===== config.mk =====
export PLATFORM = sky130hd
export DESIGN_NAME = alu_control_mdu
export DESIGN_NICKNAME = d
export VERILOG_FILES = /design/src/rtl/alu_control_mdu.sv
export SDC_FILE = /design/constraint.sdc
export NUM_CORES = 1
export LEC_CHECK = 0
export ABC_AREA = 1
export CAP_MARGIN = 20
export CORE_ASPECT_RATIO = 0.6
export CORE_UTILIZATION = 35
export CTS_CLUSTER_SIZE = 30
export DETAILED_ROUTE_END_ITERATION = 8
export GPL_ROUTABILITY_DRIVEN = 0
export PLACE_DENSITY = 0.61
export SYNTH_ARGS = -nofsm -noshare
export SYNTH_HDL_FRONTEND = slang
export SYNTH_SLANG_ARGS = --single-unit

===== constraint.sdc =====
create_clock -name clk -period 4.4 [get_ports clk]
set_input_delay 0.44 -clock clk [delete_from_list [all_inputs] [get_ports clk]]
set_output_delay 0.44 -clock clk [all_outputs]
set_load 0.05 [all_outputs]

===== src/rtl/alu_control_mdu.sv =====
// ALU control decode with JR flag, plus an iterative multiply/divide unit
// (HI/LO registers, MFHI/MFLO readback) that stalls the pipeline while busy.
module alu_control_mdu #(
    parameter  int DATA_W  = 32,
    parameter  int ALUOP_W = 4,
    localparam int CNT_W   = $clog2(DATA_W) + 1
) (
    input  logic               clk,
    input  logic               reset,
    input  logic [ALUOP_W-1:0] ALUOp,
    input  logic [5:0]         ALUFunction,
    input  logic               instr_valid,
    input  logic [DATA_W-1:0]  rs_data,
    input  logic [DATA_W-1:0]  rt_data,
    output logic [3:0]         ALUOperation,
    output logic               JR,
    output logic               mdu_stall,
    output logic [DATA_W-1:0]  mdu_result,
    output logic               mdu_sel
);

    localparam logic [5:0] F_AND  = 6'b100100;
    localparam logic [5:0] F_OR   = 6'b100101;
    localparam logic [5:0] F_NOR  = 6'b100111;
    localparam logic [5:0] F_ADD  = 6'b100000;
    localparam logic [5:0] F_SUB  = 6'b100010;
    localparam logic [5:0] F_SLL  = 6'b000000;
    localparam logic [5:0] F_SRL  = 6'b000010;
    localparam logic [5:0] F_SLT  = 6'b101010;
    localparam logic [5:0] F_MFHI = 6'b010000;
    localparam logic [5:0] F_MFLO = 6'b010010;
    localparam logic [5:0] F_JR   = 6'b001000;

    typedef enum logic [1:0] {IDLE, BUSY, DONE} state_t;

    state_t                state;
    state_t                state_nxt;
    logic [CNT_W-1:0]      cnt;
    logic [2*DATA_W-1:0]   work;
    logic [2*DATA_W-1:0]   work_nxt;
    logic [DATA_W-1:0]     opnd;
    logic [DATA_W-1:0]     hi;
    logic [DATA_W-1:0]     lo;
    logic [DATA_W-1:0]     hi_fin;
    logic [DATA_W-1:0]     lo_fin;
    logic                  op_div;
    logic                  neg_res;
    logic                  neg_rem;
    logic                  div0;

    logic                  is_rtype;
    logic                  is_mdu;
    logic                  in_signed;
    logic                  in_div;
    logic                  start;
    logic                  last;
    logic                  rs_neg;
    logic                  rt_neg;
    logic [DATA_W-1:0]     rs_mag;
    logic [DATA_W-1:0]     rt_mag;

    logic [DATA_W:0]       mul_sum;
    logic [DATA_W:0]       div_shift;
    logic [DATA_W:0]       div_diff;
    logic [2*DATA_W-1:0]   prod;
    logic [DATA_W-1:0]     quo;
    logic [DATA_W-1:0]     rem;

    assign is_rtype  = (ALUOp == '0);
    assign is_mdu    = is_rtype && (ALUFunction[5:2] == 4'b0110);
    assign in_signed = ~ALUFunction[0];
    assign in_div    = ALUFunction[1];
    assign start     = instr_valid && is_mdu && (state == IDLE);
    assign last      = (state == BUSY) && (cnt == CNT_W'(DATA_W - 1));

    // Operation decode; funct only matters for R-type
    always_comb begin
        ALUOperation = 4'b1001;
        JR           = 1'b0;
        if (is_rtype) begin
            case (ALUFunction)
                F_AND:  ALUOperation = 4'b0000;
                F_OR:   ALUOperation = 4'b0001;
                F_NOR:  ALUOperation = 4'b0010;
                F_ADD:  ALUOperation = 4'b0011;
                F_SUB:  ALUOperation = 4'b0100;
                F_SLL:  ALUOperation = 4'b0110;
                F_SRL:  ALUOperation = 4'b0111;
                F_SLT:  ALUOperation = 4'b1000;
                F_MFHI, F_MFLO,
                6'b011000, 6'b011001,
                6'b011010, 6'b011011: ALUOperation = 4'b1010;
                F_JR:   JR = 1'b1;
                default: ALUOperation = 4'b1001;
            endcase
        end else begin
            case (ALUOp)
                ALUOP_W'(1): ALUOperation = 4'b0011;
                ALUOP_W'(2): ALUOperation = 4'b0001;
                ALUOP_W'(3): ALUOperation = 4'b0101;
                ALUOP_W'(4): ALUOperation = 4'b0000;
                ALUOP_W'(5): ALUOperation = 4'b0100;
                ALUOP_W'(6): ALUOperation = 4'b0100;
                ALUOP_W'(7): ALUOperation = 4'b0011;
                ALUOP_W'(8): ALUOperation = 4'b0011;
                default:     ALUOperation = 4'b1001;
            endcase
        end
    end

    assign rs_neg = in_signed && rs_data[DATA_W-1];
    assign rt_neg = in_signed && rt_data[DATA_W-1];
    assign rs_mag = rs_neg ? -rs_data : rs_data;
    assign rt_mag = rt_neg ? -rt_data : rt_data;

    // One iteration: shift-add for multiply, restoring shift-subtract for divide.
    // Both share work = {HI-side, LO-side}; opnd is multiplicand or divisor.
    always_comb begin
        mul_sum   = {1'b0, work[2*DATA_W-1:DATA_W]} + (work[0] ? {1'b0, opnd} : '0);
        div_shift = work[2*DATA_W-1:DATA_W-1];
        div_diff  = div_shift - {1'b0, opnd};
        if (!op_div)
            work_nxt = {mul_sum, work[DATA_W-1:1]};
        else if (div_diff[DATA_W])
            work_nxt = {div_shift[DATA_W-1:0], work[DATA_W-2:0], 1'b0};
        else
            work_nxt = {div_diff[DATA_W-1:0], work[DATA_W-2:0], 1'b1};
    end

    // Sign correction on the final step; a zero divisor forces an all-ones quotient
    always_comb begin
        prod = neg_res ? -work_nxt : work_nxt;
        quo  = work_nxt[DATA_W-1:0];
        rem  = work_nxt[2*DATA_W-1:DATA_W];
        if (op_div) begin
            lo_fin = div0 ? '1 : (neg_res ? -quo : quo);
            hi_fin = neg_rem ? -rem : rem;
        end else begin
            lo_fin = prod[DATA_W-1:0];
            hi_fin = prod[2*DATA_W-1:DATA_W];
        end
    end

    always_ff @(posedge clk or negedge reset) begin
        if (!reset)
            state <= IDLE;
        else
            state <= state_nxt;
    end

    always_comb begin
        state_nxt = state;
        case (state)
            IDLE:    if (start) state_nxt = BUSY;
            BUSY:    if (last) state_nxt = DONE;
            DONE:    state_nxt = IDLE;
            default: state_nxt = IDLE;
        endcase
    end

    // Datapath registers: latch magnitudes on start, iterate in BUSY, commit HI/LO on the last step
    always_ff @(posedge clk or negedge reset) begin
        if (!reset) begin
            cnt     <= '0;
            work    <= '0;
            opnd    <= '0;
            op_div  <= 1'b0;
            neg_res <= 1'b0;
            neg_rem <= 1'b0;
            div0    <= 1'b0;
            hi      <= '0;
            lo      <= '0;
        end else begin
            if (start) begin
                cnt     <= '0;
                work    <= {{DATA_W{1'b0}}, (in_div ? rs_mag : rt_mag)};
                opnd    <= in_div ? rt_mag : rs_mag;
                op_div  <= in_div;
                neg_res <= rs_neg ^ rt_neg;
                neg_rem <= in_div && rs_neg;
                div0    <= (rt_data == '0);
            end else if (state == BUSY) begin
                cnt  <= cnt + CNT_W'(1);
                work <= work_nxt;
                if (last) begin
                    hi <= hi_fin;
                    lo <= lo_fin;
                end
            end
        end
    end

    // Stall is forced low while reset is asserted even if an MDU op is presented
    assign mdu_stall  = reset && (start || (state == BUSY));
    assign mdu_result = (is_rtype && (ALUFunction == F_MFHI)) ? hi : lo;
    assign mdu_sel    = is_rtype && ((ALUFunction == F_MFHI) || (ALUFunction == F_MFLO));

endmodule

# Word level (Yosys, flattened, before mapping)
# Memories as Yosys holds them, arrays and structs flattened.
# Cells that the tools add are included.
# word_totals
ff_bits	172
romBits	64
in_bits	77
out_inout_bits	39
word_cells	86
mem_count	1
# mem_list
memory	depth	word_bits	read_ports	rd_ports_with_merged_regs	wr	line	rtl
(no name shown)	16	4	1	0	0	97	case (ALUOp)
# op_classes
addsub	8
eq_ne	19
muxes	25
bitwise	3
n_reduce_logical	20
# op_table
op	n
two-way mux 32 bit	11
two-way mux 64 bit	5
negation 32 bit	4
negation 64 bit	1
== test 6 x 5 -> 1 bit, second input constant	7
== test 6 bit, second input constant	6
case mux 4 bit (9 select lines)	1
adder 32 x 32 -> 33 bit	1
subtractor 33 x 32 -> 33 bit	1
zero test 32 bit	1
two-way mux 6 bit	2
logical AND 1 bit	10
adder 6 x 1 -> 6 bit, second input constant	1
== test 6 x 2 -> 1 bit, second input constant	1
== test 6 x 4 -> 1 bit, second input constant	1
zero test 6 bit	1
OR reduction 6 bit	1
== test 4 x 3 -> 1 bit, second input constant	1
zero test 4 bit	1
two-way mux 2 bit	2
two-way mux 4 bit	1
inequality test 2 bit, second input constant	2
case mux 2 bit (2 select lines)	1
AND reduction 3 bit	1
other kinds (8)	11

# Logic depth before layout (Yosys ltp)
# depth
ltp_word	7
ltp_mapped	33
depth_no_buf	33

# Least setup slack after synthesis
# No wires, ideal clock.
# synth_timing
kind	reg2reg
from	register work[31]
to	register hi[28]
setup_ns	0.117
arrival_ns	3.818
required_time_ns	4.283
setup_slack_ns	0.465
path_stages_with_launch	34
period_less_slack_ns	3.935
cell_sequence	dfrtp_1 -> inv_1 -> ha_1 -> inv_1 -> fa_1 -> nand2_1 -> nand2_1 -> nand3_1 -> nand2_2 -> nand2_2 -> nand2_2 -> nand2_4 -> nand2_4 -> nand2_4 -> nand2_8 -> o21ai_4 -> ha_1 -> inv_1 -> nor3_2 -> nand4_1 -> nor2_2 -> nand3_2 -> nor2_1 -> nand4_1 -> nand2_1 -> nand2_1 -> a21oi_1 -> nand2_1 -> inv_2 -> nand2_1 -> nand2_1 -> nand2_1 -> nand3_1 -> nand2_1
# synth_between
elab_chain_cells	6
# synth_rtl
item	line	rtl
start: declaration	39	logic [2*DATA_W-1:0] work;
start signal: assignment	176	work <= {{DATA_W{1'b0}}, (in_div ? rs_mag : rt_mag)};
start signal: assignment	184	work <= work_nxt;
subtractor 33 x 32 -> 33 bit	121	div_diff = div_shift - {1'b0, opnd};
two-way mux 64 bit	124	else if (div_diff[DATA_W])
two-way mux 64 bit (*)	122	if (!op_div)
negation 64 bit / negation 32 bit (equally long branches)	132, 137	
two-way mux 64 bit / two-way mux 32 bit (equally long branches)	132, 137	
two-way mux 32 bit (*)	135	if (op_div) begin
end signal: assignment	186	hi <= hi_fin;
end: declaration	42	logic [DATA_W-1:0] hi;
# Mark *: on every way between the ends. The rest lies on a longest branch, timed or not.
# A chain may end at the register's enable or synchronous reset.

# Worst setup path in the final report
# layout_timing
from	register work[31]
to	register hi[10]
# The elaborated chain is that of the path after synthesis.

==> run_results.csv <==
group,metric,value,unit
logic_synthesis,yosysSeqAreaShare,24.0,%
clock_tree,clk_latency,460,ps
sta,tightestPinTransition,1120,ps
power,switching_share,58.7,%
floorplan,dieArea,52200,µm²
power,power_switching,8.69,mW
logic_synthesis,synth_xor_xnor_area_share,4.15,%
floorplan,die_x,294,µm
clock_tree,clockBufferDepth,2,
power,peakVddDrop,0.337,mV
clock_tree,cts_tree,"done",
placement,dp_hpwl,64300,µm
floorplan,pin_count,116,
sta,hold_violations,0,
clock_tree,path_clk_slew,80,ps
cells_and_area,areaGrowthSynthToFinish,17.0,%
sta,whs,479,ps
setup_path,critPathLaunchType,"flip-flop",
floorplan,core,50000,µm²
setup_path,path_max_fanout,4,
global_route,antenna_found_initial,1,
clock_tree,htreeDepth,4,
power,combPwrFrac,69.9,%
floorplan,rows,63,
sta,finalMaxSlewViolations,0,
setup_path,worstPathRequired,4750,ps
global_route,grt_pass1_vias,18100,
global_route,grt_max_degree,122,
cells_and_area,drive_gt1_share,10.8,%
global_route,grt_pass1_wl,115000,µm
logic_synthesis,synth.top_cell.area_share,24.0,%
logic_synthesis,synth_fa_ha_area_share,5.25,%
sta,max_freq,236,MHz
setup_path,crit_arrival,4590,ps
worst_hold_path,holdCritPathClass,"in -> async",
sta,min_period,4240,ps
logic_synthesis,synth-edff-count,0,
cells_and_area,design_area,21000,µm²
setup_path,worst_setup_path_end_kind,"flip-flop",
sta,setup_slack,159,ps
detailed_routing,drtAntennaViolNets,0,
logic_synthesis,syn_inst,2940,
setup_path,critical_path_class,"reg -> reg",
clock_tree,cts_sinks,172,
setup_path,crit_path_frequent_cell,"nand2_2",
logic_synthesis,ys_seq_elements,172,
cells_and_area,final_util,42.0,%
placement,numPortBuffers,115,
setup_path,r2r_setup_slack,160,ps
logic_synthesis,synth_area_per_cell,6.10,µm²
logic_synthesis,syn_nets,3091,
floorplan,die_h,177,µm
logic_synthesis,synth_top_family_by_area,"simple AND/OR/NAND/NOR gates",
sta,slew-limit-headroom,24.3,%
placement,pre_cts_ws,20.7,ps
flow_run,max_cap_viol_count,0,
setup_path,critical_path.slowest_cell,"dfrtp_1",
logic_synthesis,synth_mux_area_share,1.95,%
sta,rsz0062_at_grt,"true",
logic_synthesis,synthSimpleGateAreaFrac,37.4,%
power,pwr-share-seq,18.6,%
floorplan,initial_core_util,35.9,%
power,p_leak,10.8,nW
detailed_routing,drcViolationCount,0,
detailed_routing,dr.pass1.iters,6,
clock_tree,cts_root_buf,"clkbuf_16",
logic_synthesis,yosysTopAreaCell,"dfrtp_1",
clock_tree,cts_buffers,17,
placement,placed_area,20100,µm²
logic_synthesis,yosysWarnings,0,
sta,setup_viol,0,
detailed_routing,finalWirelength,78500,µm
power,internal_power,6.11,mW
logic_synthesis,synth.area.top_cells,"dfrtp_1 (24%), nand2_1 (18%), inv_1 (9.4%), nor2_1 (6.0%), nand3_1 (5.5%)",
setup_path,critical_path.max_stage_delay,400,ps
global_route,grt_usage,29.6,%
global_route,grt-ovfl-total,0,
detailed_routing,detail_route.iter0.violations,3129,
power,power.share.clock,11.6,%
detailed_routing,vias_per_cell,5.43,
sta,fin_crit_sh,96.4,%
status,status,"finished clean",
sta,finalClockSkew,15.7,ps
logic_synthesis,synth_flop_cell,"dfrtp_1",
detailed_routing,num_vias,20500,
cells_and_area,fill_cells,5397,
logic_synthesis,synth-compound-area-share,15.1,%
logic_synthesis,synth_cell_type_count,57,
power,p_per_area,705,nW/µm²
logic_synthesis,synth_common_cells,"nand2_1 (863), inv_1 (450), nor2_1 (288)",
logic_synthesis,yosysMostFrequentCell,"nand2_1",
logic_synthesis,synth_area,17900,µm²
cells_and_area,nets,3229,
detailed_routing,wl_per_cell,20.8,µm
logic_synthesis,synthArstFlopShare,100,%
## cell families (layout without fill, tap and decap cells)
kind of cell,after synthesis,in the layout
compound gates,466,466
xor+xnor,85,85
fa+ha+maj,74,74
buf+inv,559,710
flops,172,172
mux,31,31
other cells,0,2
simple gates,1553,1553
## power by group through the flow
| stage | logic (mW) | clock network, mW | registers (mW) |
|---|---|---|---|
| after floorplan | 6.30 | 0 | 2.44 |
| after global placement | 9.68 | 0 | 2.69 |
| after detailed placement | 9.66 | 0 | 2.71 |
| after CTS | 9.71 | 1.71 | 2.68 |
| after global routing | 11.1 | 1.77 | 2.78 |
| final | 10.3 | 1.71 | 2.75 |
## layout make-up
class	instances	area, µm²	area share [%]
Tap cell	682	853	4.07
Sequential cell	172	4310	20.5
Inverter	475	1790	8.52
Antenna cell	2	5.00	0.0238
Clock buffer	19	453	2.16
Clock inverter	13	178	0.847
Multi-Input combinational cell	2209	11600	55.3
Timing Repair Buffer	203	1800	8.57
## cell usage in the layout (no fill, tap or decap), types with 16 or more instances in the layout
master	instances
nand2_1	859
inv_1	447
nor2_1	285
nand3_1	197
o21ai_0	190
dfrtp_1	168
a21oi_1	119
buf_4	105
clkdlybuf4s50_1	92
ha_1	60
xor2_1	53
nand2_2	37
nor3_1	37
xnor2_1	32
mux2_2	31
nand4_1	26
o221ai_1	26
o22ai_1	24
inv_2	23
nor2_2	21
nand3b_1	21
or2_2	19
a22oi_1	19
clkbuf_16	17
o211ai_1	16
## per-stage QoR
stage / std cells / total power [mW] / setup TNS (ps)
2_1_floorplan: 2940 / 8.74 / 0
3_3_place_gp: 3723 / 12.4 / 0
3_5_place_dp: 3726 / 12.4 / 0
4_1_cts: 3760 / 14.1 / 0
5_1_grt: 3773 / 15.6 / -357
6_report: 3775 / 14.8 / 0
## state kept, by name, indices dropped and copies added (netlist names), 2 cells and up
name   cells
cnt        6
hi        32
lo        32
opnd      32
state      2
work      64
## worst max-delay path: cells and delay by family (launching register included)
| kind | cells | cell delay [ps] |
|---|---|---|
| fa+ha+maj | 3 | 680 |
| flops | 1 | 400 |
| buf+inv | 5 | 490 |
| simple gates | 23 | 2280 |
| compound gates | 2 | 260 |
## path summary, 6_finish.rpt
path,depth (start not counted),from,to
min in group clk,2,hi[9]$_DFFE_PN0P_,hi[9]$_DFFE_PN0P_
max,33,work[31]$_DFFE_PN0N_,hi[10]$_DFFE_PN0P_
max in group asynchronous,3,reset,work[31]$_DFFE_PN0N_
max reg2reg,33,work[31]$_DFFE_PN0N_,hi[10]$_DFFE_PN0P_
min,2,reset,hi[27]$_DFFE_PN0P_
min reg2reg,2,hi[9]$_DFFE_PN0P_,hi[9]$_DFFE_PN0P_
## layer usage
metal / part of all wire, % / vias to the layer above / wire length [µm] / GRT usage, %
met1: 47 / 9405 / 37000 / 47.0
met2: 34 / 1325 / 26600 / 34.4
met3: 18 / 71 / 14000 / 13.8
met5: 0.26 / - / 205 / 3.19
li1: - / 9685 / - / -
met4: 0.92 / 6 / 724 / 4.01
## repair_timing
item,CTS,global route
setup buffers,1,12
pin swaps,0,13
gates resized for setup,0,32
hold buffers,1,0
endpoints found under the hold margin,51,0
setup endpoints to repair,1,18
Note: power is estimated with default switching activity, not from simulation.
